<file path="config.mk">
export PLATFORM = sky130hd
export DESIGN_NAME = cache_l1_nway
export DESIGN_NICKNAME = d
export VERILOG_FILES = /design/src/rtl/cache_l1_nway.sv
export SDC_FILE = /design/constraint.sdc
export NUM_CORES = 1
export LEC_CHECK = 0
export BUFFER_PORTS_ARGS = -buffer_cell sky130_fd_sc_hd__buf_2
export CAP_MARGIN = 20
export CORE_MARGIN = 2
export CORE_UTILIZATION = 30
export DETAILED_ROUTE_END_ITERATION = 8
export PLACE_DENSITY = 0.6
export SLEW_MARGIN = 30
export SYNTH_ARGS = -nofsm -noshare
export SYNTH_HDL_FRONTEND = slang
export SYNTH_SLANG_ARGS = --single-unit
</file>
<file path="constraint.sdc">
create_clock -name i_clock -period 2.4 [get_ports i_clock]
set_clock_uncertainty 0.1 [all_clocks]
set_input_delay 0 -clock i_clock [delete_from_list [all_inputs] [get_ports i_clock]]
set_output_delay 0 -clock i_clock [all_outputs]
set_load 0.05 [all_outputs]
</file>
<file path="src/rtl/cache_l1_nway.sv">
// N-way set-associative, write-back/write-allocate L1 data cache with true-LRU
// replacement, a blocking miss FSM and separate write-back and fill channels.
module cache_l1_nway #(
  parameter int WAYS   = 2,
  parameter int SETS   = 2,
  parameter int TAG_W  = 8,
  parameter int DATA_W = 3
) (
  input  logic                          i_clock,
  input  logic                          i_reset,
  input  logic                          i_cpu_valid,
  input  logic                          i_cpu_we,
  input  logic [TAG_W+$clog2(SETS)-1:0] i_cpu_addr,
  input  logic [DATA_W-1:0]             i_cpu_wdata,
  output logic                          o_cpu_ready,
  output logic                          o_cpu_done,
  output logic [DATA_W-1:0]             o_cpu_rdata,
  output logic                          o_cpu_hit,
  output logic                          o_l2_req,
  output logic [TAG_W+$clog2(SETS)-1:0] o_l2_addr,
  input  logic                          i_l2_ack,
  input  logic [DATA_W-1:0]             i_l2_rdata,
  output logic                          o_wb_valid,
  output logic [TAG_W+$clog2(SETS)-1:0] o_wb_addr,
  output logic [DATA_W-1:0]             o_wb_data,
  input  logic                          i_wb_ack,
  output logic [2+TAG_W+DATA_W:0]       o_dbg_line
);
  localparam int IDX_W  = $clog2(SETS);
  localparam int ADDR_W = TAG_W + IDX_W;
  localparam int WAY_W  = $clog2(WAYS);
  localparam int DBG_W  = 3 + TAG_W + DATA_W;

  typedef enum logic [2:0] {S_IDLE, S_LOOKUP, S_WBACK, S_FILL, S_RESP} state_t;

  state_t              r_state;
  logic                r_we;
  logic [ADDR_W-1:0]   r_addr;
  logic [DATA_W-1:0]   r_wdata;
  logic [WAY_W-1:0]    r_victim;
  logic                r_cpu_ready;
  logic                r_cpu_done;
  logic [DATA_W-1:0]   r_cpu_rdata;
  logic                r_cpu_hit;
  logic                r_l2_req;
  logic [ADDR_W-1:0]   r_l2_addr;
  logic                r_wb_valid;
  logic [ADDR_W-1:0]   r_wb_addr;
  logic [DATA_W-1:0]   r_wb_data;
  logic [DBG_W-1:0]    r_dbg_line;

  logic                r_valid [SETS][WAYS];
  logic                r_dirty [SETS][WAYS];
  logic [TAG_W-1:0]    r_tag   [SETS][WAYS];
  logic [DATA_W-1:0]   r_data  [SETS][WAYS];
  logic [WAY_W-1:0]    r_age   [SETS][WAYS];

  logic [IDX_W-1:0]    w_idx;
  logic [TAG_W-1:0]    w_tag;
  logic                w_hit;
  logic [WAY_W-1:0]    w_hit_way;
  logic                w_has_inv;
  logic [WAY_W-1:0]    w_inv_way;
  logic [WAY_W-1:0]    w_lru_way;
  logic [WAY_W-1:0]    w_victim;
  logic                w_touch;
  logic [WAY_W-1:0]    w_touch_way;
  logic [WAY_W-1:0]    w_old_age;
  logic [DATA_W-1:0]   w_hit_data;
  logic                w_hit_dirty;

  assign w_idx = r_addr[IDX_W-1:0];
  assign w_tag = r_addr[ADDR_W-1:IDX_W];

  // Descending scan so the lowest-index invalid way is the one that sticks.
  always_comb begin
    w_hit     = 1'b0;
    w_hit_way = '0;
    w_has_inv = 1'b0;
    w_inv_way = '0;
    w_lru_way = '0;
    for (int w = WAYS - 1; w >= 0; w--) begin
      if (r_valid[w_idx][w] && (r_tag[w_idx][w] == w_tag)) begin
        w_hit     = 1'b1;
        w_hit_way = WAY_W'(w);
      end
      if (!r_valid[w_idx][w]) begin
        w_has_inv = 1'b1;
        w_inv_way = WAY_W'(w);
      end
      if (r_age[w_idx][w] == WAY_W'(WAYS - 1)) w_lru_way = WAY_W'(w);
    end
  end

  assign w_victim    = w_has_inv ? w_inv_way : w_lru_way;
  assign w_touch     = ((r_state == S_LOOKUP) && w_hit) || ((r_state == S_FILL) && i_l2_ack);
  assign w_touch_way = (r_state == S_LOOKUP) ? w_hit_way : r_victim;
  assign w_old_age   = r_age[w_idx][w_touch_way];
  assign w_hit_data  = r_we ? r_wdata : r_data[w_idx][w_hit_way];
  assign w_hit_dirty = r_we | r_dirty[w_idx][w_hit_way];

  always_ff @(posedge i_clock) begin
    if (i_reset) begin
      r_state     <= S_IDLE;
      r_we        <= 1'b0;
      r_addr      <= '0;
      r_wdata     <= '0;
      r_victim    <= '0;
      r_cpu_ready <= 1'b1;
      r_cpu_done  <= 1'b0;
      r_cpu_rdata <= '0;
      r_cpu_hit   <= 1'b0;
      r_l2_req    <= 1'b0;
      r_l2_addr   <= '0;
      r_wb_valid  <= 1'b0;
      r_wb_addr   <= '0;
      r_wb_data   <= '0;
      r_dbg_line  <= '0;
      for (int s = 0; s < SETS; s++) begin
        for (int w = 0; w < WAYS; w++) begin
          r_valid[s][w] <= 1'b0;
          r_dirty[s][w] <= 1'b0;
          r_age[s][w]   <= WAY_W'(w);
        end
      end
    end else begin
      r_cpu_done <= 1'b0;
      case (r_state)
        S_IDLE: begin
          if (i_cpu_valid) begin
            r_we        <= i_cpu_we;
            r_addr      <= i_cpu_addr;
            r_wdata     <= i_cpu_wdata;
            r_cpu_ready <= 1'b0;
            r_state     <= S_LOOKUP;
          end
        end
        S_LOOKUP: begin
          if (w_hit) begin
            if (r_we) begin
              r_data[w_idx][w_hit_way]  <= r_wdata;
              r_dirty[w_idx][w_hit_way] <= 1'b1;
            end
            r_cpu_done  <= 1'b1;
            r_cpu_hit   <= 1'b1;
            r_cpu_rdata <= w_hit_data;
            r_dbg_line  <= {1'b1, w_hit_dirty, 1'b1, w_tag, w_hit_data};
            r_cpu_ready <= 1'b1;
            r_state     <= S_IDLE;
          end else begin
            r_victim <= w_victim;
            if (r_valid[w_idx][w_victim] && r_dirty[w_idx][w_victim]) begin
              r_wb_valid <= 1'b1;
              r_wb_addr  <= {r_tag[w_idx][w_victim], w_idx};
              r_wb_data  <= r_data[w_idx][w_victim];
              r_state    <= S_WBACK;
            end else begin
              r_l2_req  <= 1'b1;
              r_l2_addr <= r_addr;
              r_state   <= S_FILL;
            end
          end
        end
        S_WBACK: begin
          if (i_wb_ack) begin
            r_wb_valid <= 1'b0;
            r_l2_req   <= 1'b1;
            r_l2_addr  <= r_addr;
            r_state    <= S_FILL;
          end
        end
        S_FILL: begin
          if (i_l2_ack) begin
            r_valid[w_idx][r_victim] <= 1'b1;
            r_dirty[w_idx][r_victim] <= r_we;
            r_tag[w_idx][r_victim]   <= w_tag;
            r_data[w_idx][r_victim]  <= r_we ? r_wdata : i_l2_rdata;
            r_l2_req                 <= 1'b0;
            r_state                  <= S_RESP;
          end
        end
        S_RESP: begin
          r_cpu_done  <= 1'b1;
          r_cpu_hit   <= 1'b0;
          r_cpu_rdata <= r_data[w_idx][r_victim];
          r_dbg_line  <= {r_valid[w_idx][r_victim], r_dirty[w_idx][r_victim], 1'b1,
                          r_tag[w_idx][r_victim], r_data[w_idx][r_victim]};
          r_cpu_ready <= 1'b1;
          r_state     <= S_IDLE;
        end
        default: r_state <= S_IDLE;
      endcase

      // Accessed way becomes age 0; only younger ways age by one, keeping ages unique.
      if (w_touch) begin
        for (int w = 0; w < WAYS; w++) begin
          if (WAY_W'(w) == w_touch_way) r_age[w_idx][w] <= '0;
          else if (r_age[w_idx][w] < w_old_age) r_age[w_idx][w] <= r_age[w_idx][w] + WAY_W'(1);
        end
      end
    end
  end

  assign o_cpu_ready = r_cpu_ready;
  assign o_cpu_done  = r_cpu_done;
  assign o_cpu_rdata = r_cpu_rdata;
  assign o_cpu_hit   = r_cpu_hit;
  assign o_l2_req    = r_l2_req;
  assign o_l2_addr   = r_l2_addr;
  assign o_wb_valid  = r_wb_valid;
  assign o_wb_addr   = r_wb_addr;
  assign o_wb_data   = r_wb_data;
  assign o_dbg_line  = r_dbg_line;
endmodule
</file>
==> results of run 1 <==
## through the flow
| step | setup TNS [ns] | cell area (sq um) | hold WS (ns) |
|---|---|---|---|
| floorplan | -0.0944 | 5560 | 0.0360 |
| global placement | -7.60 | 6420 | 0.145 |
| detailed placement | -12.98 | 6420 | 0.149 |
| CTS | -4.51 | 7570 | 0.0911 |
| global route | -14.78 | 7850 | 0.147 |
| finish | -8.71 | 7850 | 0.111 |
## final cells by class
| class | instances | area (sq um) |
|---|---|---|
| fillers | 1686 | 10200 |
| flip-flops and latches | 114 | 2850 |
| multi-input cells | 349 | 2820 |
| repair buffers | 167 | 1290 |
| clock buffers | 21 | 460 |
| well taps | 229 | 287 |
| clock inverters | 11 | 105 |
| inverters | 10 | 40.0 |
## sequential cells by signal, summed over array words and instances (netlist names), 2 cells and up, named ones only
name / flops
r_age: 4
o_wb_addr: 9
r_dirty: 4
o_cpu_rdata: 2
r_state: 3
r_valid: 4
r_tag: 32
r_data: 12
r_wdata: 3
o_wb_data: 3
r_addr: 9
o_l2_addr: 9
o_dbg_line: 12
## worst max path at each step
stage / start / endpoint / slack [ns] / cells past startpoint
2_1_floorplan: register / r_age[0][0] / -0.04 / 10
3_3_place_gp: register / r_data[1][0] / -0.23 / 7
3_5_place_dp: register / r_data[0][0] / -0.37 / 7
4_1_cts: register / r_age[1][1] / -0.21 / 8
5_1_grt: register / r_age[1][1] / -0.32 / 8
6_report: register / r_age[1][1] / -0.26 / 10
## cells in the mapped netlist (2+ instances only)
cell type	n
mux4_2	10
nor2_1	44
a211oi_1	13
dfxtp_1	58
and2_1	6
a41o_1	2
a31oi_1	5
inv_1	9
a211o_1	4
and3_1	6
o211ai_1	3
mux2i_1	56
buf_1	2
a21o_1	6
o31ai_1	4
a221oi_1	2
nand2_1	48
buf_6	2
buf_2	6
nor2b_1	3
a31o_2	3
nand3_1	15
nor3b_1	2
nand2b_1	25
a21oi_1	27
mux2_2	9
clkbuf_1	24
o21bai_1	4
o21ai_0	9
xnor2_1	14
edfxtp_1	56
buf_4	4
nor3_1	10
a311oi_1	2
## cell families (layout without fill, tap and decap cells)
logic type,count (synthesis),in the layout
compound gates,93,93
xor+xnor,14,14
buf+inv,48,209
flops,114,114
mux,75,75
simple gates,167,167
## worst max-delay path, stage by stage, from the launching register on
cell     delay, ns
dfxtp_4       0.39
buf_12        0.17
buf_12        0.11
mux2i_4       0.23
xnor2_1       0.15
nor4_2        0.07
buf_4         0.15
and3_4        0.19
o31a_1        0.33
or2_1         0.26
a31o_2        0.26
## where the power goes
group	switching, mW	total, mW	internal [mW]
registers	0.119	2.28	2.16
clock network	0.908	2.39	1.48
logic	0.836	1.52	0.686
## metal layers
layer / share of wire / vias up / routed length (um)
li1: - / 2157 / -
met2: 0.49 / 143 / 7690
met4: 0.019 / 0 / 304
met1: 0.44 / 2248 / 6950
met5: 0 / - / 0
met3: 0.049 / 29 / 771
## repair_timing
| action | in CTS | in global routing |
|---|---|---|
| setup endpoints to repair | 67 | 70 |
| hold buffers | 23 | 0 |
| cloned | 3 | 0 |
| pin swaps | 14 | 13 |
| endpoints found under the hold margin | 33 | 0 |
| resized for setup | 45 | 37 |
| setup buffers | 13 | 9 |
==> results.toml, run 1 <==
[outcome]
outcome = "finished with violations"
violations = "negative setup slack"

[final_layout]
final_util = 0.435
fin_cells = 901
diodes = 0
final_common_cell = "buf_4"
area_growth_pct = 42.2
final_cell_mix = "buf_4 (64), buf_2 (63), dfxtp_1 (57)"
drive_gt1_frac = 0.376
fin_nets = 680

[logic_synthesis]
syn_area_sq_um = 5520
synthCells = 511
synth-compound-area-share = 0.117
avgSynthCellArea_sq_um = 10.8
synthSimpleGateAreaFrac = 0.144
synth_edf_count = 56
synth_seq_cells = 114
synth.distinct_cells = 52
yosysWarnings = 0
synth-seq-area-share = 0.515
synth_mux_area_frac = 0.161
yosys.area.top_type = "edfxtp_1"
synthDominantCellAreaShare = 0.305
async_reset_ff_frac = 0
synth_nets = 532
synth_top_family_by_area = "multiplexers"
synth_area_leaders = "edfxtp_1 (30%), dfxtp_1 (21%), mux2i_1 (10%), mux4_2 (4.1%), nand2_1 (3.3%)"
synth_xor_area_frac = 0.0222
synth_top_flop_cell = "dfxtp_1"
synthAdderAreaFrac = 0

[route]
drtIter0Drc = 357
via_per_inst = 5.08
route.detailed.drc = 0
ant_nets = 0
dr_total_vias = 4577
wl_per_cell_um = 17.4
first_pass_iters = 6
routed_wl_mm = 15.7

[timing]
slew_headroom = 0.479
rsz0062_at_grt = "true"
layout_setup_ws_ns = -0.257
max_slew.worst_pin.slew_ns = 0.780
fin_crit_sh = 1.11
setup_viol = 65
hold_viol = 0
finalCriticalPeriod_ns = 2.66
final_max_slew_viol_count = 0
max_freq_mhz = 376

[setup_path]
startpoint_type = "register"
worst-setup-path-type = "reg -> reg"
worst-path-max-fanout = 8
critPathArrivalTime_ns = 2.73
critPathCaptureType = "register"
r2r_slack_ns = -0.26
r2r_end = "r_age[1][1]"
reg2reg_depth = 10
required_ns = 2.47

[clocking]
clk_pin_slew_ns = 0.05
clock_latency_ns = 0.41
cts_sinks = 114
htree_levels = 4
clockRootBuffer = "clkbuf_16"
cts_tree = "yes"
numCtsBuffers = 17
clock_path_buffers = 2

[min_path]
hp-class = "in -> reg"
whs_path_depth = 5
min_to = "r_state[1]"
min_from = "i_cpu_valid"

[grt]
antenna_found_initial = 0
grt_util_met1 = 0.205
grt_pass1_wl_mm = 24.0
grt_pass1_vias = 4454
grtUsageTotal = 0.157
grtUsageMet2 = 0.254
busiest_layer = "met2"
gr-total-overflow = 0
grt_max_degree = 60
met3_usage = 0.0361

[floorplanning]
initial_utilization = 0.306
die-area_sq_um = 19500
rows = 49
io_pins = 64
core_sq_um = 18000
die_h_um = 140
die_w_um = 140

[pwr]
power.density_nw_per_um2 = 789
ir_worst_vdd_mv = 0.485
fin_total_pwr_mw = 6.19
power_leakage_nw = 3.14

[placed_design]
dp_slack_ns = -0.375
gp_congestion = 0.875
dp_hpwl_mm = 10.7
numPortBuffers = 63
dp.cells = 822

[flow_run]
cap_violations = 0
(Power assumes the default switching activity.)
==> run 2, diff against run 1 <==
- PLACE_DENSITY: 0.6 -> 0.59
- clock period: 2.4 -> 2.5 ns (I/O delays scaled with it)
==> run 2 against run 1 <==
The flow still finishes with violations (negative setup slack). Routed wire length down 1.9%. Design area down 2.7%. Non-clock buffer count down 18. Global-route usage down 0.098 points. Flip-flop and latch count unchanged. Core utilization down 1.2 points. Fmax up 3.5%. Power down 3.6%. Largest cell class unchanged. Largest power group unchanged.
==> results.toml, run 2 (synthesis results as in run 1) <==
[outcome]
outcome = "finished with violations"
violations = "negative setup slack"

[pwr]
power_leakage_nw = 3.04
power.density_nw_per_um2 = 782
p_comb_frac = 0.235
ir_worst_vdd_mv = 0.456
switching_share = 0.302
power_frac_clock = 0.402
pwr-share-seq = 0.363
fin_total_pwr_mw = 5.97
p_int_mw = 4.17
p_switching_mw = 1.80

[timing]
rsz0062_at_grt = "true"
setup_viol = 7
max_freq_mhz = 389
final_max_slew_viol_count = 0
setup_tns_ns = -0.238
finalCriticalPeriod_ns = 2.57
layout_setup_ws_ns = -0.0678
hold_ws_ns = 0.0904
fin_crit_sh = 1.03
hold_viol = 0
max_slew.worst_pin.slew_ns = 0.829
slew_headroom = 0.446

[clocking]
clockRootBuffer = "clkbuf_16"
clock_latency_ns = 0.41
htree_levels = 4
cts_sinks = 114
clk_pin_slew_ns = 0.05
numCtsBuffers = 17
clock_path_buffers = 2
cts_tree = "yes"

[final_layout]
final_common_cell = "buf_2"
fillerInstances = 1687
diodes = 0
area_growth_pct = 38.4
seq_area_sq_um = 2850
multi_input_area_sq_um = 2780
regMostFlops = "r_tag"
drive_gt1_frac = 0.347
fin_nets = 662
fin_cells = 883
largest_reg_flops = 32
final_cell_mix = "buf_2 (63), dfxtp_1 (57), edfxtp_1 (56)"
fin_area_sq_um = 7630

[setup_path]
startpoint_type = "register"
critPathCaptureType = "register"
worst-setup-path-type = "reg -> reg"
critPathArrivalTime_ns = 2.64
required_ns = 2.57
worst-path-max-fanout = 8

[placed_design]
dp_hpwl_mm = 10.6
numPortBuffers = 63
dp.cells = 818
place_area_sq_um = 6380
gp_congestion = 0.868

[grt]
grt_pass1_wl_mm = 24.0
grt_pass1_vias = 4399
grtUsageTotal = 0.156
gr-total-overflow = 0
grt_max_degree = 54
antenna_found_initial = 0

[floorplanning]
initial_utilization = 0.306
io_pins = 64
die_h_um = 140
core_sq_um = 18000
die-area_sq_um = 19500
die_w_um = 140
rows = 49

[flow_run]
cap_violations = 0

[min_path]
hp-class = "in -> reg"
min_from = "i_cpu_valid"

[route]
via_per_inst = 5.04
route.detailed.drc = 0
dr_total_vias = 4448
drtIter0Drc = 261
ant_nets = 0
wl_per_cell_um = 17.4
first_pass_iters = 5
routed_wl_mm = 15.4
-- run 2: what timing repair did --
action,in CTS,in global routing
cloned,0,2
setup endpoints to repair,54,66
setup buffers,4,4
gates resized for setup,31,45
pin swaps,7,10
endpoints found under the hold margin,37,0
hold buffers,23,0
-- run 2: area by class of cell --
| type | count | share of cell area |
|---|---|---|
| inverters | 10 | 0.00525 |
| flip-flops and latches | 114 | 0.373 |
| clock inverters | 13 | 0.0203 |
| clock buffers | 19 | 0.0567 |
| repair buffers | 149 | 0.143 |
| well taps | 229 | 0.0375 |
| multi-input cells | 349 | 0.364 |
-- run 2: worst paths after layout --
kind / end / slack [ns] / cells after the start
worst max-delay path: r_age[1][1] / -0.07 / 8
worst min-delay path: r_state[1] / 0.09 / 5
worst max register to register: r_age[1][1] / -0.07 / 8
worst min register to register: o_cpu_hit / 0.36 / 2
-- run 2: worst max-delay path: stages (launching register included) --
cell and delay, ns:
dfxtp_4 0.39, buf_12 0.15, mux2i_4 0.26, xnor2_2 0.12, nor4_2 0.32, nand3_1 0.16
o31a_1 0.33, or2_1 0.25, a31o_2 0.24
-- run 2: layer usage --
metal	vias to the layer above	global-route usage	wire length, um	share of wire
met5	-	0	0	0
met3	17	0.0306	845	0.055
li1	2126	-	-	-
met2	153	0.248	7290	0.47
met1	2152	0.217	7080	0.46
met4	0	0.0426	187	0.012
-- run 2: power by group through the flow --
stage          logic, mW  registers, mW  clock network [mW]
2_1_floorplan      0.707           2.30                   0
3_3_place_gp        1.19           2.20                   0
4_1_cts             1.30           2.16                2.43
5_1_grt             1.50           2.18                2.50
3_5_place_dp        1.20           2.20                   0
6_report            1.40           2.17                2.40
-- run 2: per-stage QoR --
step | util | setup WS (ns)
6_report | 0.423 | -0.0678
5_1_grt | 0.423 | -0.160
4_1_cts | 0.409 | -0.0554
3_5_place_dp | 0.354 | -0.174
3_3_place_gp | 0.354 | -0.119
2_1_floorplan | - | 0.0188
==> run 3, diff against run 2 <==
- CORE_UTILIZATION: 30 -> 45
- PLACE_DENSITY: 0.59 -> 0.76
==> run 3 against run 2 <==
The run still ends with negative setup slack left. Fmax is 1.9% lower. Via count is 5.6% higher. Setup slack lost 0.049 ns. Flip-flop and latch count unchanged. Non-clock buffer count is 9 lower. Routed wire length grew 1.5%. Sequential share of layout area up 0.93 points. Die area is 32% lower. Sequential power barely moved. Critical path type unchanged. Highest routed layer unchanged.
==> results.toml, run 3 (synthesis results as in run 1) <==
[route]
via_per_inst = 5.93
routed_wl_mm = 15.6
dr_total_vias = 4695
first_pass_iters = 8
wl_per_cell_um = 19.7
ant_nets = 0
drtIter0Drc = 474
route.detailed.drc = 0

[final_layout]
fin_nets = 653
fillerInstances = 888
final_common_cell = "buf_2"
drive_gt1_frac = 0.340
fin_area_sq_um = 7450
diodes = 0
largest_reg_flops = 32
multi_input_area_sq_um = 2760
final_util = 0.620
regMostFlops = "r_tag"
area_growth_pct = 35.0
final_cell_mix = "buf_2 (63), dfxtp_1 (57), edfxtp_1 (56)"
seq_area_sq_um = 2850

[grt]
grt_max_degree = 62
grt_pass1_wl_mm = 24.2
antenna_found_initial = 0
grtUsageTotal = 0.240
gr-total-overflow = 0
grt_pass1_vias = 4657

[min_path]
hp-class = "in -> reg"
min_from = "i_l2_ack"

[pwr]
pwr-share-seq = 0.366
p_switching_mw = 1.80
ir_worst_vdd_mv = 0.609
power_frac_clock = 0.395
p_comb_frac = 0.239
power_leakage_nw = 3.01
switching_share = 0.302
fin_total_pwr_mw = 5.98
power.density_nw_per_um2 = 804
p_int_mw = 4.18

[placed_design]
place_area_sq_um = 6180
numPortBuffers = 63
dp_slack_ns = -0.252
dp_hpwl_mm = 9.98
gp_congestion = 0.881

[clocking]
clock_latency_ns = 0.41
htree_levels = 4
cts_sinks = 114
clk_pin_slew_ns = 0.06
cts_tree = "yes"
clock_path_buffers = 2
numCtsBuffers = 17
clockRootBuffer = "clkbuf_16"

[timing]
final_max_slew_viol_count = 0
finalCriticalPeriod_ns = 2.62
max_freq_mhz = 382
max_slew.worst_pin.slew_ns = 0.778
slew_headroom = 0.480
layout_setup_ws_ns = -0.117
setup_viol = 39
setup_tns_ns = -1.92
fin_crit_sh = 1.05
hold_viol = 0
rsz0062_at_grt = "true"

[setup_path]
critPathArrivalTime_ns = 2.64
slowest_delay_ns = 0.36
critPathCaptureType = "register"
worst-setup-path-type = "reg -> reg"
cp_num_buf_inv = 3
critPathTopFamily = "simple AND/OR/NAND/NOR gates"
startpoint_type = "register"
worst-path-max-fanout = 9
crit_chain = "buf_12, mux2i_1, xnor2_1, nor3_2, nand3_1, buf_4, o31ai_1, buf_4, and2_4"
required_ns = 2.52
cp_common_cell = "buf_4"
worst_path_max_delay_cell = "dfxtp_4"

[flow_run]
cap_violations = 0

[floorplanning]
die_w_um = 115
die_h_um = 115
io_pins = 64
initial_utilization = 0.459
rows = 40
core_sq_um = 12000
die-area_sq_um = 13200

[outcome]
outcome = "finished with violations"
violations = "negative setup slack"
-- run 3: cell count changes in the layout (fill, tap and decap cells not counted), sizes merged --
cell / previous run / this run
buf: 126 / 118
clkinv: 7 / 6
clkinvlp: 1 / 4
dlygate4sd3: 23 / 22
inv: 13 / 11
-- run 3: per-stage QoR --
stage / hold WS, ns / instances
3_5_place_dp: 0.150 / 723
5_1_grt: 0.0630 / 792
3_3_place_gp: 0.145 / 723
6_report: 0.0407 / 792
4_1_cts: 0.0138 / 790
2_1_floorplan: 0.0360 / 511
-- run 3: layout make-up --
cell class	count	share of cell area
tap	147	0.0247
multi-input combinational	349	0.371
timing repair buffer	140	0.139
clock buffer	19	0.0595
clock inverter	13	0.0183
sequential	114	0.382
inverter	10	0.00538
-- run 3: layer usage --
| layer | wire, um | vias to the layer above | GRT usage |
|---|---|---|---|
| met1 | 6330 | 2257 | 0.319 |
| li1 | - | 2099 | - |
| met4 | 428 | 0 | 0.104 |
| met5 | 0 | - | 0 |
| met3 | 1350 | 44 | 0.0503 |
| met2 | 7530 | 295 | 0.384 |
-- run 3: final timing paths --
kind,depth (start not counted),slack (ns),endpoint
worst max-delay path,9,-0.12,r_data[0][1]
worst min-delay path,5,0.04,r_state[0]
worst max register to register,9,-0.12,r_data[0][1]
worst min register to register,2,0.35,o_cpu_hit
-- run 3: tightest hold or removal path, stage by stage --
cell and delay (ns):
buf_2 0.10, nand2b_1 0.14, o32ai_1 0.08, a21oi_1 0.13, nor2_1 0.05
-- run 3: power by group through the flow --
stage,logic [mW],registers (mW),clock network [mW]
6_report,1.43,2.19,2.36
5_1_grt,1.51,2.20,2.47
4_1_cts,1.34,2.18,2.37
3_5_place_dp,1.15,2.22,0
3_3_place_gp,1.11,2.21,0
2_1_floorplan,0.707,2.30,0
-- run 3: timing repair --
action | CTS | global route
hold buffers | 22 | 0
setup buffers | 11 | 2
setup endpoints to repair | 59 | 65
hold endpoints to repair | 30 | 0
pin swaps | 5 | 15
cloned | 2 | 0
resized for setup | 39 | 30
